## src/rtl/control_unit_pkg.sv

```systemverilog
// Shared encodings for the THCO-MIPS16 multi-cycle control unit: FSM states,
// instruction codes, ALU/extend codes, special register indices and the decoded field bundle.
package control_unit_pkg;

    typedef enum logic [2:0] {
        ST_IF  = 3'd0,
        ST_ID  = 3'd1,
        ST_EXE = 3'd2,
        ST_MEM = 3'd3,
        ST_WB  = 3'd4
    } state_e;

    typedef enum logic [5:0] {
        INS_NOP    = 6'd0,
        INS_ADDIU  = 6'd1,
        INS_ADDIU3 = 6'd2,
        INS_ADDSP  = 6'd3,
        INS_ADDU   = 6'd4,
        INS_SUBU   = 6'd5,
        INS_AND    = 6'd6,
        INS_OR     = 6'd7,
        INS_CMP    = 6'd8,
        INS_B      = 6'd9,
        INS_BEQZ   = 6'd10,
        INS_BNEZ   = 6'd11,
        INS_BTEQZ  = 6'd12,
        INS_JR     = 6'd13,
        INS_LI     = 6'd14,
        INS_LW     = 6'd15,
        INS_LW_SP  = 6'd16,
        INS_SW     = 6'd17,
        INS_SW_SP  = 6'd18,
        INS_SLL    = 6'd19,
        INS_SRA    = 6'd20,
        INS_MFIH   = 6'd21,
        INS_MTIH   = 6'd22,
        INS_MFPC   = 6'd23,
        INS_MTSP   = 6'd24
    } ins_e;

    typedef enum logic [4:0] {
        ALU_ADD    = 5'd0,
        ALU_SUB    = 5'd1,
        ALU_AND    = 5'd2,
        ALU_OR     = 5'd3,
        ALU_SLL    = 5'd4,
        ALU_SRA    = 5'd5,
        ALU_NEQ    = 5'd6,
        ALU_PASS_A = 5'd7,
        ALU_PASS_B = 5'd8
    } alu_e;

    typedef enum logic [2:0] {
        EXT_NONE  = 3'd0,
        EXT_S8    = 3'd1,
        EXT_Z8    = 3'd2,
        EXT_S4    = 3'd3,
        EXT_S11   = 3'd4,
        EXT_SHAMT = 3'd5,
        EXT_S5    = 3'd6
    } ext_e;

    localparam logic [3:0] REG_T    = 4'b1000;
    localparam logic [3:0] REG_SP   = 4'b1001;
    localparam logic [3:0] REG_IH   = 4'b1010;
    localparam logic [3:0] REG_NONE = 4'b1111;

    localparam logic [1:0] WB_ALU = 2'b00;
    localparam logic [1:0] WB_LMD = 2'b01;
    localparam logic [1:0] WB_NPC = 2'b10;
    localparam logic [1:0] WB_IMM = 2'b11;

    localparam logic [1:0] JMP_NONE   = 2'b00;
    localparam logic [1:0] JMP_UNCOND = 2'b01;
    localparam logic [1:0] JMP_COND   = 2'b10;
    localparam logic [1:0] JMP_REG    = 2'b11;

    localparam logic [4:0] OP_NOP    = 5'b00001;
    localparam logic [4:0] OP_B      = 5'b00010;
    localparam logic [4:0] OP_BEQZ   = 5'b00100;
    localparam logic [4:0] OP_BNEZ   = 5'b00101;
    localparam logic [4:0] OP_SHIFT  = 5'b00110;
    localparam logic [4:0] OP_ADDIU3 = 5'b01000;
    localparam logic [4:0] OP_ADDIU  = 5'b01001;
    localparam logic [4:0] OP_SPGRP  = 5'b01100;
    localparam logic [4:0] OP_LI     = 5'b01101;
    localparam logic [4:0] OP_LW_SP  = 5'b10010;
    localparam logic [4:0] OP_LW     = 5'b10011;
    localparam logic [4:0] OP_SW_SP  = 5'b11010;
    localparam logic [4:0] OP_SW     = 5'b11011;
    localparam logic [4:0] OP_RRR    = 5'b11100;
    localparam logic [4:0] OP_RR     = 5'b11101;
    localparam logic [4:0] OP_IH     = 5'b11110;

    typedef struct packed {
        logic [3:0] wt;
        logic [3:0] src_a;
        logic [3:0] src_b;
        ext_e       ext;
        alu_e       alu;
        logic       mux1;
        logic       mux2;
        logic [1:0] mux4;
        logic [1:0] jump;
        logic       cond;
    } dec_t;

    localparam dec_t DEC_DEFAULT = '{
        wt: REG_NONE, src_a: REG_NONE, src_b: REG_NONE,
        ext: EXT_NONE, alu: ALU_ADD, mux1: 1'b0, mux2: 1'b0,
        mux4: WB_ALU, jump: JMP_NONE, cond: 1'b0
    };

    function automatic logic [3:0] gpr(input logic [2:0] field);
        return {1'b0, field};
    endfunction

endpackage

```

## src/rtl/control_unit_if.sv

```systemverilog
// Control-unit <-> datapath bundle: the IR word in, every latch enable, select and
// register index out. master is the control unit, slave is the datapath.
interface control_unit_if;
    logic [15:0] IR_in;
    logic [2:0]  state;
    logic [5:0]  cur_ins;
    logic        Load_NPC;
    logic        Load_PC;
    logic        Load_IR;
    logic        Load_RegA;
    logic        Load_RegB;
    logic        Load_Imm;
    logic        Load_ALU;
    logic        Load_LMD;
    logic        Write;
    logic [3:0]  WT_Reg;
    logic [7:0]  Send_Reg;
    logic [2:0]  Extend;
    logic [4:0]  Cal_ALU;
    logic        Sel_Mux1;
    logic        Sel_Mux2;
    logic [1:0]  Sel_Mux4;
    logic [1:0]  Jump_Kind;
    logic        Cond_Kind;

    modport master (
        input  IR_in,
        output state, cur_ins,
        output Load_NPC, Load_PC, Load_IR, Load_RegA, Load_RegB, Load_Imm, Load_ALU, Load_LMD,
        output Write, WT_Reg, Send_Reg, Extend, Cal_ALU,
        output Sel_Mux1, Sel_Mux2, Sel_Mux4, Jump_Kind, Cond_Kind
    );

    modport slave (
        output IR_in,
        input  state, cur_ins,
        input  Load_NPC, Load_PC, Load_IR, Load_RegA, Load_RegB, Load_Imm, Load_ALU, Load_LMD,
        input  Write, WT_Reg, Send_Reg, Extend, Cal_ALU,
        input  Sel_Mux1, Sel_Mux2, Sel_Mux4, Jump_Kind, Cond_Kind
    );
endinterface

```

## src/rtl/control_unit_decoder.sv

```systemverilog
// Purely combinational instruction decoder: IR word -> instruction code plus
// the per-instruction datapath fields. State gating happens in the top.
module control_decoder
    import control_unit_pkg::*;
(
    input  logic [15:0] ir_i,
    output ins_e        cur_ins_o,
    output dec_t        dec_o
);
    logic [4:0] op;
    logic [3:0] rx;
    logic [3:0] ry;
    logic [3:0] rz;

    assign op = ir_i[15:11];
    assign rx = gpr(ir_i[10:8]);
    assign ry = gpr(ir_i[7:5]);
    assign rz = gpr(ir_i[4:2]);

    always_comb begin
        cur_ins_o = INS_NOP;
        dec_o     = DEC_DEFAULT;
        case (op)
            OP_ADDIU: begin
                cur_ins_o = INS_ADDIU;
                dec_o.wt = rx; dec_o.src_a = rx; dec_o.ext = EXT_S8; dec_o.mux2 = 1'b1;
            end
            OP_ADDIU3: begin
                cur_ins_o = INS_ADDIU3;
                dec_o.wt = ry; dec_o.src_a = rx; dec_o.ext = EXT_S4; dec_o.mux2 = 1'b1;
            end
            OP_SPGRP: begin
                // [10:8] selects among the SP/T-based instructions sharing this opcode
                case (ir_i[10:8])
                    3'b011: begin
                        cur_ins_o = INS_ADDSP;
                        dec_o.wt = REG_SP; dec_o.src_a = REG_SP; dec_o.ext = EXT_S8; dec_o.mux2 = 1'b1;
                    end
                    3'b000: begin
                        cur_ins_o = INS_BTEQZ;
                        dec_o.src_a = REG_T; dec_o.ext = EXT_S8; dec_o.mux1 = 1'b1; dec_o.mux2 = 1'b1;
                        dec_o.jump = JMP_COND; dec_o.cond = 1'b0;
                    end
                    3'b100: begin
                        cur_ins_o = INS_MTSP;
                        dec_o.wt = REG_SP; dec_o.src_a = ry; dec_o.alu = ALU_PASS_A;
                    end
                    default: ;
                endcase
            end
            OP_RRR: begin
                if (ir_i[1:0] == 2'b01 || ir_i[1:0] == 2'b11) begin
                    cur_ins_o = (ir_i[1]) ? INS_SUBU : INS_ADDU;
                    dec_o.alu = (ir_i[1]) ? ALU_SUB : ALU_ADD;
                    dec_o.wt = rz; dec_o.src_a = rx; dec_o.src_b = ry;
                end
            end
            OP_RR: begin
                // Full low byte first: JR and MFPC both have [4:0] = 0
                if (ir_i[7:0] == 8'h00) begin
                    cur_ins_o = INS_JR;
                    dec_o.src_a = rx; dec_o.jump = JMP_REG;
                end else if (ir_i[7:0] == 8'h40) begin
                    cur_ins_o = INS_MFPC;
                    dec_o.wt = rx; dec_o.mux4 = WB_NPC;
                end else begin
                    case (ir_i[4:0])
                        5'b01100: begin
                            cur_ins_o = INS_AND;
                            dec_o.wt = rx; dec_o.src_a = rx; dec_o.src_b = ry; dec_o.alu = ALU_AND;
                        end
                        5'b01101: begin
                            cur_ins_o = INS_OR;
                            dec_o.wt = rx; dec_o.src_a = rx; dec_o.src_b = ry; dec_o.alu = ALU_OR;
                        end
                        5'b01010: begin
                            cur_ins_o = INS_CMP;
                            dec_o.wt = REG_T; dec_o.src_a = rx; dec_o.src_b = ry; dec_o.alu = ALU_NEQ;
                        end
                        default: ;
                    endcase
                end
            end
            OP_B: begin
                cur_ins_o = INS_B;
                dec_o.ext = EXT_S11; dec_o.mux1 = 1'b1; dec_o.mux2 = 1'b1; dec_o.jump = JMP_UNCOND;
            end
            OP_BEQZ, OP_BNEZ: begin
                cur_ins_o = (op[0]) ? INS_BNEZ : INS_BEQZ;
                dec_o.src_a = rx; dec_o.ext = EXT_S8; dec_o.mux1 = 1'b1; dec_o.mux2 = 1'b1;
                dec_o.jump = JMP_COND; dec_o.cond = op[0];
            end
            OP_LI: begin
                cur_ins_o = INS_LI;
                dec_o.wt = rx; dec_o.ext = EXT_Z8; dec_o.mux4 = WB_IMM;
            end
            OP_LW: begin
                cur_ins_o = INS_LW;
                dec_o.wt = ry; dec_o.src_a = rx; dec_o.ext = EXT_S5; dec_o.mux2 = 1'b1; dec_o.mux4 = WB_LMD;
            end
            OP_SW: begin
                cur_ins_o = INS_SW;
                dec_o.src_a = rx; dec_o.src_b = ry; dec_o.ext = EXT_S5; dec_o.mux2 = 1'b1;
            end
            OP_LW_SP: begin
                cur_ins_o = INS_LW_SP;
                dec_o.wt = rx; dec_o.src_a = REG_SP; dec_o.ext = EXT_S8; dec_o.mux2 = 1'b1; dec_o.mux4 = WB_LMD;
            end
            OP_SW_SP: begin
                cur_ins_o = INS_SW_SP;
                dec_o.src_a = REG_SP; dec_o.src_b = rx; dec_o.ext = EXT_S8; dec_o.mux2 = 1'b1;
            end
            OP_SHIFT: begin
                if (ir_i[1:0] == 2'b00 || ir_i[1:0] == 2'b11) begin
                    cur_ins_o = (ir_i[0]) ? INS_SRA : INS_SLL;
                    dec_o.alu = (ir_i[0]) ? ALU_SRA : ALU_SLL;
                    dec_o.wt = rx; dec_o.src_a = ry; dec_o.ext = EXT_SHAMT; dec_o.mux2 = 1'b1;
                end
            end
            OP_IH: begin
                if (ir_i[7:0] == 8'h00) begin
                    cur_ins_o = INS_MFIH;
                    dec_o.wt = rx; dec_o.src_a = REG_IH; dec_o.alu = ALU_PASS_A;
                end else if (ir_i[7:0] == 8'h01) begin
                    cur_ins_o = INS_MTIH;
                    dec_o.wt = REG_IH; dec_o.src_a = rx; dec_o.alu = ALU_PASS_A;
                end
            end
            default: ;
        endcase
    end
endmodule

```

## src/rtl/control_unit.sv

```systemverilog
// Five-state IF/ID/EXE/MEM/WB sequencer; gates the decoder's fields and the
// per-state latch enables onto the datapath bundle.
module control_unit
    import control_unit_pkg::*;
(
    input  logic           clk,
    input  logic           rst,
    control_unit_if.master bus
);
    state_e state_q;
    state_e state_d;
    ins_e   ins;
    dec_t   dec;

    control_decoder u_decoder (
        .ir_i      (bus.IR_in),
        .cur_ins_o (ins),
        .dec_o     (dec)
    );

    always_comb begin
        case (state_q)
            ST_IF:   state_d = ST_ID;
            ST_ID:   state_d = ST_EXE;
            ST_EXE:  state_d = ST_MEM;
            ST_MEM:  state_d = ST_WB;
            default: state_d = ST_IF;
        endcase
    end

    always_ff @(posedge clk) begin
        if (!rst) begin
            state_q <= ST_IF;
        end else begin
            state_q <= state_d;
        end
    end

    assign bus.state   = state_q;
    assign bus.cur_ins = ins;

    always_comb begin
        bus.Load_NPC  = 1'b0;
        bus.Load_PC   = 1'b0;
        bus.Load_IR   = 1'b0;
        bus.Load_RegA = 1'b0;
        bus.Load_RegB = 1'b0;
        bus.Load_Imm  = 1'b0;
        bus.Load_ALU  = 1'b0;
        bus.Load_LMD  = 1'b0;
        bus.Write     = 1'b0;
        bus.WT_Reg    = REG_NONE;
        bus.Send_Reg  = {REG_NONE, REG_NONE};
        bus.Extend    = EXT_NONE;
        bus.Cal_ALU   = ALU_ADD;
        bus.Sel_Mux1  = 1'b0;
        bus.Sel_Mux2  = 1'b0;
        bus.Sel_Mux4  = WB_ALU;
        bus.Jump_Kind = JMP_NONE;
        bus.Cond_Kind = 1'b0;
        // Holding reset low masks every strobe immediately, even mid-instruction
        if (rst) begin
            case (state_q)
                ST_IF: begin
                    bus.Load_IR  = 1'b1;
                    bus.Load_NPC = 1'b1;
                end
                ST_ID: begin
                    bus.Load_RegA = 1'b1;
                    bus.Load_RegB = 1'b1;
                    bus.Load_Imm  = 1'b1;
                end
                ST_EXE: bus.Load_ALU = 1'b1;
                ST_MEM: begin
                    bus.Load_LMD = (ins == INS_LW) || (ins == INS_LW_SP);
                    bus.Write    = (ins == INS_SW) || (ins == INS_SW_SP);
                end
                ST_WB: begin
                    bus.Load_PC = 1'b1;
                    bus.WT_Reg  = dec.wt;
                end
                default: ;
            endcase
            if (state_q inside {ST_ID, ST_EXE, ST_MEM, ST_WB}) begin
                bus.Send_Reg  = {dec.src_a, dec.src_b};
                bus.Extend    = dec.ext;
                bus.Cal_ALU   = dec.alu;
                bus.Sel_Mux1  = dec.mux1;
                bus.Sel_Mux2  = dec.mux2;
                bus.Sel_Mux4  = dec.mux4;
                bus.Jump_Kind = dec.jump;
                bus.Cond_Kind = dec.cond;
            end
        end
    end
endmodule

```

## src/flat_wrapper.sv

```systemverilog
// flat-port wrapper written by rule: the top's interface ports become plain ports
module control_unit_flat import control_unit_pkg::*;
  (clk, rst, bus_IR_in, bus_state, bus_cur_ins, bus_Load_NPC, bus_Load_PC, bus_Load_IR, bus_Load_RegA, bus_Load_RegB, bus_Load_Imm, bus_Load_ALU, bus_Load_LMD, bus_Write, bus_WT_Reg, bus_Send_Reg, bus_Extend, bus_Cal_ALU, bus_Sel_Mux1, bus_Sel_Mux2, bus_Sel_Mux4, bus_Jump_Kind, bus_Cond_Kind);
  control_unit_if bus_i ();
  input  logic clk;
  input  logic rst;
  input wire logic [$bits(bus_i.IR_in)-1:0] bus_IR_in;
  output wire logic [$bits(bus_i.state)-1:0] bus_state;
  output wire logic [$bits(bus_i.cur_ins)-1:0] bus_cur_ins;
  output wire logic [$bits(bus_i.Load_NPC)-1:0] bus_Load_NPC;
  output wire logic [$bits(bus_i.Load_PC)-1:0] bus_Load_PC;
  output wire logic [$bits(bus_i.Load_IR)-1:0] bus_Load_IR;
  output wire logic [$bits(bus_i.Load_RegA)-1:0] bus_Load_RegA;
  output wire logic [$bits(bus_i.Load_RegB)-1:0] bus_Load_RegB;
  output wire logic [$bits(bus_i.Load_Imm)-1:0] bus_Load_Imm;
  output wire logic [$bits(bus_i.Load_ALU)-1:0] bus_Load_ALU;
  output wire logic [$bits(bus_i.Load_LMD)-1:0] bus_Load_LMD;
  output wire logic [$bits(bus_i.Write)-1:0] bus_Write;
  output wire logic [$bits(bus_i.WT_Reg)-1:0] bus_WT_Reg;
  output wire logic [$bits(bus_i.Send_Reg)-1:0] bus_Send_Reg;
  output wire logic [$bits(bus_i.Extend)-1:0] bus_Extend;
  output wire logic [$bits(bus_i.Cal_ALU)-1:0] bus_Cal_ALU;
  output wire logic [$bits(bus_i.Sel_Mux1)-1:0] bus_Sel_Mux1;
  output wire logic [$bits(bus_i.Sel_Mux2)-1:0] bus_Sel_Mux2;
  output wire logic [$bits(bus_i.Sel_Mux4)-1:0] bus_Sel_Mux4;
  output wire logic [$bits(bus_i.Jump_Kind)-1:0] bus_Jump_Kind;
  output wire logic [$bits(bus_i.Cond_Kind)-1:0] bus_Cond_Kind;
  assign bus_i.IR_in = bus_IR_in;
  assign bus_state = bus_i.state;
  assign bus_cur_ins = bus_i.cur_ins;
  assign bus_Load_NPC = bus_i.Load_NPC;
  assign bus_Load_PC = bus_i.Load_PC;
  assign bus_Load_IR = bus_i.Load_IR;
  assign bus_Load_RegA = bus_i.Load_RegA;
  assign bus_Load_RegB = bus_i.Load_RegB;
  assign bus_Load_Imm = bus_i.Load_Imm;
  assign bus_Load_ALU = bus_i.Load_ALU;
  assign bus_Load_LMD = bus_i.Load_LMD;
  assign bus_Write = bus_i.Write;
  assign bus_WT_Reg = bus_i.WT_Reg;
  assign bus_Send_Reg = bus_i.Send_Reg;
  assign bus_Extend = bus_i.Extend;
  assign bus_Cal_ALU = bus_i.Cal_ALU;
  assign bus_Sel_Mux1 = bus_i.Sel_Mux1;
  assign bus_Sel_Mux2 = bus_i.Sel_Mux2;
  assign bus_Sel_Mux4 = bus_i.Sel_Mux4;
  assign bus_Jump_Kind = bus_i.Jump_Kind;
  assign bus_Cond_Kind = bus_i.Cond_Kind;
  control_unit u_core (.clk(clk), .rst(rst), .bus(bus_i));
endmodule
```

## config.mk

```make
export PLATFORM = sky130hd
export DESIGN_NAME = control_unit_flat
export DESIGN_NICKNAME = d
export VERILOG_FILES = /design/src/rtl/control_unit_pkg.sv /design/src/rtl/control_unit_if.sv /design/src/rtl/control_unit_decoder.sv /design/src/rtl/control_unit.sv /design/src/flat_wrapper.sv
export SDC_FILE = /design/constraint.sdc
export NUM_CORES = 1
export LEC_CHECK = 0
export CAP_MARGIN = 10
export CORE_MARGIN = 3
export CORE_UTILIZATION = 38
export CTS_BUF_LIST = sky130_fd_sc_hd__clkbuf_16
export CTS_CLUSTER_DIAMETER = 150
export DETAILED_ROUTE_END_ITERATION = 12
export GPL_TIMING_DRIVEN = 1
export PLACE_DENSITY = 0.71
export SYNTH_ARGS = -nofsm -noshare
export SYNTH_HDL_FRONTEND = slang
export SYNTH_SLANG_ARGS = --single-unit
```

## constraint.sdc

```tcl
create_clock -name clk -period 3.2 [get_ports clk]
set_input_delay 0.32 -clock clk [delete_from_list [all_inputs] [get_ports clk]]
set_output_delay 0.32 -clock clk [all_outputs]
set_load 0.02 [all_outputs]
```

==> flow_metrics.env <==
export IMPL_status="complete, no violations"
export IMPL_dr_pass1_iters=5
export IMPL_row_count=24
export IMPL_seq_area_um2=60.1
export IMPL_grt_pass1_wl_mm=13.2
export IMPL_die_area_um2=5510
export IMPL_cp_slowest_cell="clkdlybuf4s50_1"
export IMPL_syn_inst=296
export IMPL_clk_latency_ps=230
export IMPL_critPathBufInv=3
export IMPL_crit_required_ps=2880
export IMPL_vias=2864
export IMPL_ys_flop_type="dfxtp_1"
export IMPL_wl_per_cell_um=18.1
export IMPL_worst_setup_path_end_kind="output port"
export IMPL_finalPower_uw=602
export IMPL_clock_sinks=3
export IMPL_antenna_left=0
export IMPL_finalNetCount=448
export IMPL_ys_types=63
export IMPL_diodes=0
export IMPL_cts_buffer_depth=2
export IMPL_portBuffers=59
export IMPL_synth_xor_area_share_pct=1.98
export IMPL_avgSynthCellArea_um2=5.97
export IMPL_multiInputGateArea_um2=1590
export IMPL_synthesis_area_um2=1770
export IMPL_cp_max_fo=5
export IMPL_min_period_over_period_pct=96.4
export IMPL_stdcell_count=476
export IMPL_seq_area_frac_synth_pct=3.40
export IMPL_crit_chain="clkdlybuf4s50_1 -> inv_1 -> ha_2 -> or4bb_1 -> or2_4 -> o211ai_1 -> nand2_1 -> a2bb2oi_1 -> nor2_1 -> clkdlybuf4s15_1"
export IMPL_place_ws_ps=-270
export IMPL_utilization_pct=69.7
export IMPL_rsz0062_at_grt="true"
export IMPL_drt_iter0_drc=380
export IMPL_dp_cells=472
export IMPL_cap_violations=0
export IMPL_synth_compound_area_share_pct=33.1
export IMPL_crit_arrival_ps=2760
export IMPL_syn_to_final_growth_pct=74.0
export IMPL_die_h_um=74.2
export IMPL_power_leakage_nw=1.34
export IMPL_post_cts_setup_buffers=0
export IMPL_critPathLaunchType="input port"
export IMPL_path_class="in2out"
export IMPL_totalWireLength_mm=8.59
export IMPL_largest_reg_flops=3
export IMPL_vias_per_cell=6.02
export IMPL_final_setup_viol_count=0
export IMPL_core_um2=4410
export IMPL_initial_core_util_pct=40.1
export IMPL_drc=0
export IMPL_ir_drop_mv=0.175
export IMPL_grt_start_max_net_pins=18
export IMPL_yosys_warnings=0
export IMPL_grt_pass1_vias=2745
export IMPL_fin_ws_ps=115
export IMPL_maxClockFrequency_mhz=324
export IMPL_cts_tree="done"
export IMPL_cts_buffers=3
export IMPL_overflow=0
export IMPL_finalHoldViolCount=0
export IMPL_fillers=409
export IMPL_clock_skew_ps=4.15
export IMPL_synthMuxAreaShare_pct=0
export IMPL_slew_viol_final=0
export IMPL_yosys_area_share_simple_pct=47.6
export IMPL_track_usage_pct=30.7
export IMPL_antenna_found_initial=0
export IMPL_clk_pin_slew_worst_paths_ps=30
export IMPL_die_x_um=74.2
export IMPL_hold_path_class="reg2reg"
export IMPL_p_per_area_nw_per_um2=196
export IMPL_gp_congestion=0.990
export IMPL_ys_ff_latch=3
export IMPL_htreeDepth=1
export IMPL_cts_root_buf="clkbuf_16"
export IMPL_synthArstFlopShare_pct=0
export IMPL_num_io_pins=63
export IMPL_synth_edff_count=0
export IMPL_synth_top_family_by_area="simple AND/OR/NAND/NOR gates"
export IMPL_slowest_delay_ps=460
export IMPL_yosys_area_share_adder_pct=3.54
export IMPL_min_period_ps=3080
export IMPL_critical_path_top_delay_family="simple AND/OR/NAND/NOR gates"
export IMPL_hpwlAfterDp_mm=6.72
export IMPL_drive_gt1_share_pct=28.1
==> layout make-up <==
| type | instances | area share, % |
|---|---|---|
| clock buffers | 3 | 2.44 |
| clock inverters | 1 | 0.122 |
| inverters | 8 | 0.976 |
| multi-input cells | 261 | 51.8 |
| flip-flops and latches | 3 | 1.95 |
| well taps | 52 | 2.11 |
| repair buffers | 148 | 40.6 |
==> cell usage after synthesis (2+ instances only) <==
cell,number,area (µm²)
nor3_1,13,65.1
inv_1,8,30.0
buf_4,9,67.6
a21boi_0,2,15.0
nand2b_1,9,56.3
nand3_1,12,60.1
nand4b_1,2,17.5
a21oi_1,28,140
o21ai_0,15,75.1
o311ai_0,2,17.5
nor2_1,51,191
o211ai_1,3,22.5
and3b_1,2,17.5
nor2b_1,9,56.3
nand2_1,24,90.1
a211o_1,2,17.5
or2_2,4,25.0
ha_1,5,62.6
nor4_1,2,12.5
o21ai_1,2,10.0
a22oi_1,2,15.0
or2_1,2,12.5
or4bb_1,2,22.5
a31oi_1,3,18.8
xnor2_1,3,26.3
dfxtp_1,3,60.1
buf_2,8,40.0
clkbuf_1,5,18.8
buf_1,3,11.3
nor3b_1,5,37.5
or3_1,11,68.8
a2111oi_2,2,30.0
a32oi_1,3,26.3
nand4_1,3,18.8
o21a_1,3,22.5
a221oi_1,2,17.5
a2bb2oi_1,3,26.3
o22ai_1,4,25.0
==> kinds of logic (layout without fill, tap and decap cells) <==
kind of cell	after synthesis	in the layout
buf+inv	34	160
compound gates	88	88
simple gates	161	161
other cells	1	3
fa+ha+maj	5	5
flops	3	3
xor+xnor	4	4
==> layout by cell type (no fill, tap or decap), types with 3 or more instances in the layout <==
cell             Yosys  layout
nand4_1              3       3
nor3b_1              5       4
a21oi_1             28      28
nor2_1              51      49
dlymetal6s2s_1       0       6
a31oi_1              3       3
ha_1                 5       4
nand2_1             24      24
a32oi_1              3       3
or3_1               11      11
o21a_1               3       3
o22ai_1              4       4
o21ai_1              2       4
nor2_2               1       3
xnor2_1              3       3
dfxtp_1              3       3
o211ai_1             3       3
o21ai_0             15      13
a2bb2oi_1            3       3
clkdlybuf4s50_1      0      36
clkbuf_2             0       8
nor2b_1              9       9
clkbuf_16            0       3
buf_4                9      87
conb_1               1       3
inv_1                8       9
or2_2                4       4
nand2b_1             9       9
nand3_1             12      12
nor3_1              13      12
dlygate4sd2_1        0       8
==> timing repair <==
item                                    4_1_cts  5_1_grt
hold buffers                                  0        0
resized for setup                            20       33
pin swaps                                     0        1
endpoints found under the setup margin       18       17
==> metrics by stage <==
| step | hold slack (ps) | setup TNS, ps | cell area (µm²) |
|---|---|---|---|
| after floorplan | 499 | 0 | 1780 |
| after global placement | 523 | -1060 | 2980 |
| after detailed placement | 537 | -2090 | 2980 |
| after CTS | 620 | -8.66 | 3060 |
| after global routing | 688 | -10.2 | 3080 |
| final | 622 | 0 | 3080 |
==> metal layers <==
| layer | vias up | GRT usage, % | wire (µm) |
|---|---|---|---|
| met5 | - | 0 | 0 |
| met3 | 23 | 5.00 | 766 |
| met1 | 1312 | 37.5 | 3350 |
| met2 | 196 | 54.4 | 4250 |
| met4 | 0 | 10.5 | 219 |
| li1 | 1333 | - | - |
==> final timing paths <==
check / startpoint / end / slack (ps) / cells past startpoint
max: bus_IR_in[0] / bus_Load_LMD / 120 / 10
min: u_core.bus.state[0] / u_core.bus.state[0] / 620 / 1
max reg2reg: u_core.bus.state[2] / u_core.bus.state[2] / 2290 / 3
min reg2reg: u_core.bus.state[0] / u_core.bus.state[0] / 620 / 1
==> power by group <==
| part | switching [mW] | total, mW | internal (mW) |
|---|---|---|---|
| sequential | 0.00590 | 0.0468 | 0.0409 |
| clock | 0.0375 | 0.199 | 0.161 |
| combinational | 0.190 | 0.356 | 0.166 |
| total | 0.234 | 0.602 | 0.368 |
Note: power is estimated with default switching activity, not from simulation.
